===== src/rtl/systolic_feed_ctrl_pkg.sv =====
// Shared definitions for the 3x3 systolic array feed controller.
//   SYS_DW   : default operand element width
//   SYS_N    : array edge size (rows = columns = 3)
//   state_e  : sequencer state encoding
//   flat_idx : element index of [row][col] in a row-major flat bus
package systolic_pkg;

  localparam int unsigned SYS_DW = 8;
  localparam int unsigned SYS_N  = 3;

  typedef enum logic [2:0] {
    ST_IDLE  = 3'd0,
    ST_CLEAR = 3'd1,
    ST_FEED  = 3'd2,
    ST_DRAIN = 3'd3,
    ST_DONE  = 3'd4
  } state_e;

  function automatic int unsigned flat_idx(input int unsigned row,
                                           input int unsigned col,
                                           input int unsigned ncols);
    return row * ncols + col;
  endfunction

endpackage


===== src/rtl/systolic_feed_ctrl_skew_lane.sv =====
// One skewed edge lane of the systolic array feed.
//   i_t    : current feed beat
//   i_vec  : K operand elements, element k at bits k*DW +: DW
//   o_elem : element (i_t - LANE) when 0 <= i_t - LANE < K, else 0
module systolic_skew_lane #(
  parameter int unsigned DW   = 8,
  parameter int unsigned K    = 3,
  parameter int unsigned LANE = 0,
  parameter int unsigned TW   = $clog2(K + 4)
) (
  input  logic [TW-1:0]   i_t,
  input  logic [K*DW-1:0] i_vec,
  output logic [DW-1:0]   o_elem
);

  always_comb begin
    o_elem = '0;
    for (int unsigned k = 0; k < K; k++) begin
      if (i_t == TW'(LANE + k)) begin
        o_elem = i_vec[k*DW +: DW];
      end
    end
  end

endmodule


===== src/rtl/systolic_feed_ctrl.sv =====
// Sequencer for the 3x3 output-stationary systolic PE array.
// Captures A (3xK) and B (Kx3) on start, pulses acc_clr, feeds the six array
// edges with diagonal skew for K+4 beats, waits DRAIN_CYC cycles, pulses done.
//   clk, rst          : clock, asynchronous active-low reset
//   start             : run request, sampled only in IDLE
//   a_flat, b_flat    : operand matrices, row-major flat buses
//   busy, done        : run in progress / one-cycle completion pulse
//   acc_clr           : one-cycle accumulator clear
//   feed_valid        : high on feed beats
//   left1..3, up1..3  : row and column edge operands
module systolic_feed_ctrl
  import systolic_pkg::*;
#(
  parameter int unsigned DW        = SYS_DW,
  parameter int unsigned K         = 3,
  parameter int unsigned DRAIN_CYC = 1
) (
  input  logic                 clk,
  input  logic                 rst,
  input  logic                 start,
  input  logic [3*K*DW-1:0]    a_flat,
  input  logic [K*3*DW-1:0]    b_flat,
  output logic                 busy,
  output logic                 done,
  output logic                 acc_clr,
  output logic                 feed_valid,
  output logic [DW-1:0]        left1,
  output logic [DW-1:0]        left2,
  output logic [DW-1:0]        left3,
  output logic [DW-1:0]        up1,
  output logic [DW-1:0]        up2,
  output logic [DW-1:0]        up3
);

  localparam int unsigned TW  = $clog2(K + 4);
  localparam int unsigned DCW = (DRAIN_CYC < 2) ? 1 : $clog2(DRAIN_CYC);

  state_e               r_state;
  state_e               w_next;
  logic [3*K*DW-1:0]    r_a;
  logic [K*3*DW-1:0]    r_b;
  logic [TW-1:0]        r_t;
  logic [DCW-1:0]       r_drain;
  logic                 w_t_last;
  logic                 w_drain_last;
  logic                 w_feed;
  logic [K*DW-1:0]      w_row [SYS_N];
  logic [K*DW-1:0]      w_col [SYS_N];
  logic [DW-1:0]        w_left [SYS_N];
  logic [DW-1:0]        w_up   [SYS_N];

  assign w_t_last     = (r_t == TW'(K + 3));
  assign w_drain_last = (r_drain == DCW'(DRAIN_CYC - 1));
  assign w_feed       = (r_state == ST_FEED);

  always_ff @(posedge clk or negedge rst) begin
    if (!rst) begin
      r_state <= ST_IDLE;
    end else begin
      r_state <= w_next;
    end
  end

  always_comb begin
    w_next = r_state;
    case (r_state)
      ST_IDLE:  if (start) w_next = ST_CLEAR;
      ST_CLEAR: w_next = ST_FEED;
      ST_FEED:  if (w_t_last) w_next = (DRAIN_CYC == 0) ? ST_DONE : ST_DRAIN;
      ST_DRAIN: if (w_drain_last) w_next = ST_DONE;
      ST_DONE:  w_next = ST_IDLE;
      default:  w_next = ST_IDLE;
    endcase
  end

  always_ff @(posedge clk or negedge rst) begin
    if (!rst) begin
      r_a     <= '0;
      r_b     <= '0;
      r_t     <= '0;
      r_drain <= '0;
    end else begin
      if (r_state == ST_IDLE && start) begin
        r_a <= a_flat;
        r_b <= b_flat;
      end
      if (w_feed && !w_t_last) begin
        r_t <= r_t + TW'(1);
      end else begin
        r_t <= '0;
      end
      if (r_state == ST_DRAIN && !w_drain_last) begin
        r_drain <= r_drain + DCW'(1);
      end else begin
        r_drain <= '0;
      end
    end
  end

  // Regroup captured operands: row i holds A[i][0..K-1], column j holds
  // B[0..K-1][j], each as a contiguous K-element vector for the skew lanes.
  always_comb begin
    for (int unsigned i = 0; i < SYS_N; i++) begin
      w_row[i] = '0;
      w_col[i] = '0;
    end
    for (int unsigned i = 0; i < SYS_N; i++) begin
      for (int unsigned k = 0; k < K; k++) begin
        w_row[i][k*DW +: DW] = r_a[flat_idx(i, k, K)*DW +: DW];
        w_col[i][k*DW +: DW] = r_b[flat_idx(k, i, SYS_N)*DW +: DW];
      end
    end
  end

  for (genvar g = 0; g < SYS_N; g++) begin : g_lane
    systolic_skew_lane #(
      .DW   (DW),
      .K    (K),
      .LANE (g),
      .TW   (TW)
    ) u_row (
      .i_t    (r_t),
      .i_vec  (w_row[g]),
      .o_elem (w_left[g])
    );
    systolic_skew_lane #(
      .DW   (DW),
      .K    (K),
      .LANE (g),
      .TW   (TW)
    ) u_col (
      .i_t    (r_t),
      .i_vec  (w_col[g]),
      .o_elem (w_up[g])
    );
  end

  assign busy       = (r_state != ST_IDLE);
  assign done       = (r_state == ST_DONE);
  assign acc_clr    = (r_state == ST_CLEAR);
  assign feed_valid = w_feed;

  // Lanes see a zero beat counter outside FEED, so gate to keep the edges
  // silent in CLEAR/DRAIN/DONE/IDLE.
  assign left1 = w_feed ? w_left[0] : '0;
  assign left2 = w_feed ? w_left[1] : '0;
  assign left3 = w_feed ? w_left[2] : '0;
  assign up1   = w_feed ? w_up[0]   : '0;
  assign up2   = w_feed ? w_up[1]   : '0;
  assign up3   = w_feed ? w_up[2]   : '0;

endmodule


===== config.mk =====
export PLATFORM = sky130hd
export DESIGN_NAME = systolic_feed_ctrl
export DESIGN_NICKNAME = d
export VERILOG_FILES = /design/src/rtl/systolic_feed_ctrl_pkg.sv /design/src/rtl/systolic_feed_ctrl_skew_lane.sv /design/src/rtl/systolic_feed_ctrl.sv
export SDC_FILE = /design/constraint.sdc
export NUM_CORES = 1
export LEC_CHECK = 0
export ABC_AREA = 1
export CORE_UTILIZATION = 45
export DETAILED_ROUTE_END_ITERATION = 8
export PLACE_DENSITY = 0.79
export SLEW_MARGIN = 30
export SYNTH_ARGS = -nofsm -noshare
export SYNTH_HDL_FRONTEND = slang
export SYNTH_HIERARCHICAL = 1
export SYNTH_SLANG_ARGS = --single-unit
export TNS_END_PERCENT = 10

===== constraint.sdc =====
create_clock -name clk -period 1.66 [get_ports clk]
set_input_delay 0.166 -clock clk [delete_from_list [all_inputs] [get_ports clk]]
set_output_delay 0.166 -clock clk [all_outputs]
set_load 0.01 [all_outputs]

==> summary.txt, run 1 <==
Die
  • Core Area: 17200 um2
  • Width of the die: 135 um
  • # IOs: 199
  • Die ar.: 18100 um2
  • Placement Rows: 48
  • Starting Density: 45.9%
  • Chip height: 135 um

Critical path
  • CP bufs+invs: 4
  • Cell family with most CP delay: flip-flops
  • Startpoint types: flop
  • CP Capture Type: output port
  • CP arrival: 1.93 ns
  • Crit-path max cell delay: 0.52 ns
  • Critical Path Fanout Max: 8
  • Critical-path cell list: buf_12, buf_12, nor2_8, nand3_1, nand3_1, inv_1, nor2_2, buf_2
  • Worst endpoint required time: 1.49 ns
  • Crit Path Class: flop to output port
  • Critical-path top delay cell: dfrtp_4

Status
  • Status: complete, but fails checks
  • Failing checks: negative setup slack

Yosys
  • Mapped Cells: 997
  • Syn nets: 1146
  • Cell Area, Synth: 7910 um2
  • Synth Flop Type: dfrtp_1
  • Seq/Total Area, Yosys: 47.8%
  • Unique masters post-synth: 23
  • Post-synth ARST share: 100%
  • Count leader, synth: inv_1
  • Number of synthesized flops with an enable pin: 0
  • Synth top area cells: dfrtp_1 (48%), inv_1 (9.8%), nand2_1 (7.6%)
  • Top cell type's share of synthesized area: 47.8%
  • Post-synth top area cell: dfrtp_1
  • FF+latch count, synth: 151
  • Syn avg cell area: 7.93 um2
  • Number of synthesis warnings: 6
  • Synth cell count leaders: inv_1 (207), nand2_1 (160), dfrtp_1 (151)

CTS
  • Total CTS buffers: 17
  • CTS clk-pin slew, worst paths: 0.06 ns
  • Clock latency on the worst-skew pair: 0.42 ns
  • Clock Path Buffers: 2
  • H-tree Lvls: 4
  • Root Driver: clkbuf_16
  • CTS tree: done
  • Clock sinks: 151

Global routing
  • Total gr overflow: 0
  • First-pass GRT wire length: 35600 um
  • Number of antenna violations at the first check in global routing: 2
  • Largest net degree at the start of global routing: 50
  • Tot GR Track Use: 25.0%
  • Vias in the first global route: 7400

Layout
  • Nets: 1377
  • Non-Filler Instances: 1468
  • Final Instance Area: 11200 um2
  • Fin util: 65.0%
  • Layout cell share with drive strength beyond 1: 18.0%
  • P&R area growth vs syn: 41.7%

Placed design
  • Hpwl dp: 14800 um
  • DP Worst Slack: -0.349 ns
  • DP Cell Count: 1405
  • Placement Cell Area: 10200 um2
  • Final GP Congestion: 0.904
  • # port buffers: 198

Timing
  • Max frequency: 477 MHz
  • Clock period minus worst slack: 2.09 ns
  • Hold Worst Slack: 0.255 ns
  • Final WS setup: -0.434 ns
  • Final hold violations: 0
  • Endpoints failing setup: 48
  • Final Slew Violations: 0
  • Layout Skew: 0.00583 ns
  • RSZ-0062 raised after global routing: true
  • Setup TNS: -14.95 ns
  • Crit share post-route: 126%

Routing
  • DRC Markers: 0
  • Vias: 7608
  • Routed wire per std cell: 15.2 um
  • DR pass1 iterations: 5
  • Final WL: 22200 um
  • Via-to-Cell Ratio: 5.18
  • Final ANT Viol Nets: 0
  • Iteration-0 DRC Markers: 500

Power and ir drop
  • Final Total Pwr: 19.8 mW
  • PD cells: 1770 nW/um2
  • Maximum vdd drop: 1.04 mV
  • Pleak: 5.73 nW

Min path
  • HP Class: input pin to async pin

Flow run
  • Max-cap violation count: 0
## logic make-up (layout without fill, tap and decap cells)
logic type | after synthesis | after routing | synth area share [%]
AO/OA/AOI/OAI | 146 | 146 | 9.27
XOR/XNOR | 1 | 1 | 0.111
adder cells (fa/ha/maj) | 2 | 2 | 0.316
buffers and inverters | 281 | 523 | 17.4
flip-flops | 151 | 151 | 47.8
other | 1 | 3 | 0.0474
AND/OR/NAND/NOR | 415 | 417 | 25.0
## placed cells by master, fill, tap and decap left out, types with 3 or more instances in the layout
| master | n |
|---|---|
| o21ai_1 | 85 |
| buf_6 | 22 |
| buf_2 | 45 |
| clkbuf_16 | 17 |
| buf_8 | 3 |
| dlymetal6s2s_1 | 3 |
| nand2_2 | 3 |
| nor2_2 | 9 |
| nand3_2 | 26 |
| buf_12 | 17 |
| o21ai_0 | 60 |
| nand3_1 | 88 |
| inv_4 | 4 |
| dfrtp_2 | 3 |
| bufinv_16 | 6 |
| nand2_1 | 157 |
| nor2_4 | 7 |
| dfrtp_1 | 147 |
| inv_1 | 201 |
| clkdlybuf4s50_1 | 145 |
| buf_4 | 33 |
| clkbuf_8 | 3 |
| nor2_1 | 45 |
| clkinvlp_4 | 3 |
| inv_2 | 10 |
| nand4_1 | 77 |
## state kept, by name (all words and copies together) (netlist names)
signal	count
r_a	72
r_b	72
r_state	3
r_t	3
r_drain	1
## cell type report
class / instances / area [um2]
Clock inverter: 11 / 218
Timing Repair Buffer: 274 / 2670
Inverter: 217 / 836
Antenna cell: 2 / 5.00
Tap cell: 225 / 282
Fill cell: 1392 / 6030
Multi-Input combinational cell: 567 / 2950
Sequential cell: 151 / 3790
Clock buffer: 21 / 470
## worst reg2reg max path, delay by kind of cell (launching register included)
kind                       cells  cell delay (ns)
DFF                            1             0.52
buffers and inverters          4             0.46
and+or+nand+nor                3             0.33
adders and majority gates      1             0.18
AOI/OAI and AO/OA              1             0.07
## layer usage
| layer | up-vias | routed length (um) | global-route usage [%] |
|---|---|---|---|
| li1 | 3637 | - | - |
| met1 | 3579 | 9120 | 32.2 |
| met2 | 354 | 10800 | 41.6 |
| met3 | 38 | 1770 | 5.52 |
| met4 | 0 | 563 | 8.49 |
| met5 | - | 0 | 0 |
## repair_timing
action | CTS | global route
buffers inserted | 22 | 3
gates cloned | 4 | 0
setup endpoints to repair | 52 | 69
gates resized for setup | 216 | 57
pin swaps | 30 | 36
hold buffers | 1 | 0
hold endpoints to repair | 41 | 0
## power by group
part,internal [mW],total (mW),leakage (nW),switching [mW]
Combinational,3.96,8.80,3.51,4.84
Clock,2.95,4.48,0.330,1.53
Sequential,5.37,6.53,1.89,1.16
Total,12.3,19.8,5.73,7.53
## path summary, 6_finish.rpt
kind,from,to,slack [ns],depth (start not counted)
setup reg to reg,r_t[1],r_state[1],0,9
min in group clk,a_flat[3],r_a[3],0.29,3
hold / removal,rst,r_b[60],0.25,2
setup / recovery,r_t[1],left1[5],-0.43,8
hold reg to reg,r_b[17],r_b[17],0.49,2
max in group asynchronous,rst,r_b[63],0.83,3
No activity file was read; power rests on OpenSTA's default activity.
==> run 2: changes to the inputs <==
Settings changed: ABC_CLOCK_PERIOD_IN_PS set to 1660, GPL_TIMING_DRIVEN set to 0.
==> run 2 against run 1 <==
  * The flow still finishes with violations (negative setup slack)
  * Critical endpoint is now left1[4]
  * Highest routed layer is now met5
  * Combinational power shrank 2%
  * Utilization shrank 0.087 points
  * Design area shrank 0.13%
  * Largest cell class unchanged
==> summary.txt, run 2 (same netlist as run 1, synthesis figures left out) <==
CTS
  • CTS tree: done
  • Clock Path Buffers: 2 (unchanged)
  • Total CTS buffers: 17 (unchanged)
  • Root Driver: clkbuf_16
  • Clock latency on the worst-skew pair: 0.42 ns (about the same)
  • Clock sinks: 151 (unchanged)
  • H-tree Lvls: 4 (unchanged)
  • CTS clk-pin slew, worst paths: 0.07 ns (about the same)

Layout
  • P&R area growth vs syn: 41.5%
  • Commonest non-fill, non-tap cell in the layout: inv_1
  • Antenna cells: 0 (-2)
  • Registers with the most flip-flops: r_a x72, r_b x72
  • Final Instance Area: 11200 um2 (-0.13%)
  • Fin util: 64.9% (-0.087 points)
  • Layout cell share with drive strength beyond 1: 19.7% (+1.7 points)
  • Commonest non-fill, non-tap cells in the layout: inv_1 (199), nand2_1 (159), dfrtp_1 (146)
  • Non-Filler Instances: 1487 (+1.3%)
  • Nets: 1398 (+1.5%)

Die
  • # IOs: 199 (unchanged)
  • Die ar.: 18100 um2 (unchanged)
  • Width of the die: 135 um (unchanged)
  • Starting Density: 45.9% (unchanged)
  • Placement Rows: 48 (unchanged)
  • Core Area: 17200 um2 (unchanged)
  • Chip height: 135 um (unchanged)

Placed design
  • DP Cell Count: 1421 (+1.1%)
  • Hpwl dp: 15500 um (+4.8%)
  • # port buffers: 198 (unchanged)
  • DP Worst Slack: -0.522 ns (-0.173 ns)
  • Placement Cell Area: 10200 um2 (+0.28%)
  • Final GP Congestion: 0.892 (-1.4%)

Timing
  • Worst Max-Slew Pin Slew: 0.642 ns
  • Hold Worst Slack: 0.277 ns (+0.0226 ns)
  • Clock period minus worst slack: 2.10 ns (+0.00973 ns)
  • Layout Skew: 0.00729 ns (+0.00146 ns)
  • Endpoints failing setup: 49 (+2.1%)
  • Setup TNS: -16.11 ns (-1.16 ns)
  • Final Slew Violations: 0 (unchanged)
  • Slew headroom: 57.2%
  • Max frequency: 475 MHz (-0.46%)
  • Crit share post-route: 127% (+0.59 points)
  • RSZ-0062 raised after global routing: true
  • Final hold violations: 0 (unchanged)
  • Final WS setup: -0.444 ns (-0.00973 ns)

Routing
  • Routed wire per std cell: 15.3 um (+0.67%)
  • Final WL: 22700 um (+2.0%)
  • DRC Markers: 0 (unchanged)
  • Final ANT Viol Nets: 0 (unchanged)
  • DR pass1 iterations: 5 (unchanged)
  • Vias: 7586 (-0.29%)
  • Iteration-0 DRC Markers: 433 (-13%)
  • Via-to-Cell Ratio: 5.10 (-1.6%)

Critical path
  • WP depth: 9 (+1)
  • Crit-path max cell delay: 0.51 ns (about the same)
  • R2R Path End: r_state[1]
  • Cell family with most CP delay: buffers and inverters
  • Critical path destination: left1[4]
  • CP Capture Type: output port
  • Crit Path Class: flop to output port
  • Reg2reg start: r_t[0]
  • CP arrival: 1.94 ns (about the same)
  • Worst endpoint required time: 1.49 ns (about the same)
  • Reg2reg path depth: 9 (unchanged)
  • CP bufs+invs: 5 (+1)
  • Critical-path top delay cell: dfrtp_4
  • CP startpoint: r_t[2]
  • Critical Path Fanout Max: 6 (-2)
  • Startpoint types: flop
  • Register-to-Register Setup Slack: 0.14 ns (+0.14 ns)
  • Critical-path cell list: buf_6, buf_12, nor2_8, buf_6, nand3_2, nand3_2, inv_1, nor2_1, buf_2

Power and ir drop
  • Net Sw Frac: 40.0% (+1.9 points)
  • Final Total Pwr: 19.1 mW (-3.5%)
  • Maximum vdd drop: 0.848 mV (-19%)
  • Clock power share: 20.9% (-1.7 points)
  • Pleak: 5.70 nW (-0.60%)
  • Seq pwr share: 34.0% (+1.0 points)
  • Internal power: 11.5 mW (-6.5%)
  • Net switching power: 7.64 mW (+1.4%)
  • Combinational power share: 45.2% (+0.8 points)
  • PD cells: 1710 nW/um2 (-3.4%)

Flow run
  • Max-cap violation count: 0 (unchanged)

Global routing
  • Total gr overflow: 0 (unchanged)
  • Vias in the first global route: 7330 (-0.95%)
  • Tot GR Track Use: 25.9% (+0.97 points)
  • Largest net degree at the start of global routing: 85 (+70%)
  • First-pass GRT wire length: 36700 um (+3.2%)
  • Number of antenna violations at the first check in global routing: 1 (-1)

Status
  • Failing checks: negative setup slack
  • Status: complete, but fails checks

Min path
  • HP Class: input pin to flop
## run 2: changes by cell type in the layout (fill, tap and decap cells not counted), moves of 3 or more
| cell | previous run | this run |
|---|---|---|
| buf_2 | 45 | 56 |
| clkbuf_1 | 1 | 8 |
| nor2_2 | 9 | 13 |
| bufinv_16 | 6 | 3 |
| nand3_1 | 88 | 85 |
| nor2_1 | 45 | 40 |
| buf_4 | 33 | 25 |
| clkinv_4 | 1 | 5 |
| buf_6 | 22 | 49 |
| inv_6 | 1 | 5 |
| buf_12 | 17 | 2 |
## run 2: power by group through the flow
stage                     combinational [mW]  sequential [mW]  clock (mW)
after floorplan                         5.16             6.12           0
after global placement                  7.35             6.47           0
after detailed placement                7.59             6.48           0
after CTS                               8.31             6.43        4.04
after global routing                    9.55             6.68        4.21
final                                   8.64             6.50        3.99
## run 2: final cells by class
class | count | area, um2
Fill cell | 1458 | 6040
Sequential cell | 151 | 3790
Multi-Input combinational cell | 565 | 2960
Timing Repair Buffer | 238 | 2150
Inverter | 217 | 861
Buffer | 59 | 538
Clock buffer | 19 | 443
Tap cell | 225 | 282
Clock inverter | 13 | 171
## run 2: worst min-delay path by stage
stage / depth (start not counted) / slack, ns / from / to
2_1_floorplan: 0 / -0.13 / rst / r_a[0]
3_3_place_gp: 2 / 0.47 / r_a[56] / r_a[56]
3_5_place_dp: 1 / 0.20 / rst / r_b[34]
4_1_cts: 3 / 0.27 / a_flat[31] / r_a[31]
5_1_grt: 3 / 0.28 / a_flat[13] / r_a[13]
6_report: 3 / 0.28 / a_flat[21] / r_a[21]
## run 2: metal layers
| layer | track usage (%) | vias to the layer above | share of wire, % |
|---|---|---|---|
| met5 | 0 | - | 0.057 |
| met4 | 9.68 | 2 | 2.4 |
| met3 | 5.52 | 40 | 7.5 |
| met2 | 42.6 | 327 | 48 |
| met1 | 33.7 | 3538 | 42 |
| li1 | - | 3679 | - |
## run 2: tightest hold or removal path, delay by kind of cell
family / cells / cell delay, ns
buf+inv: 2 / 0.44
compound gates: 1 / 0.06
## run 2: repair_timing
action | in CTS | in global routing
setup endpoints to repair | 52 | 54
setup buffers | 29 | 4
hold buffers | 1 | 0
hold endpoints to repair | 83 | 0
pin swaps | 46 | 24
resized for setup | 273 | 39
cloned | 5 | 0
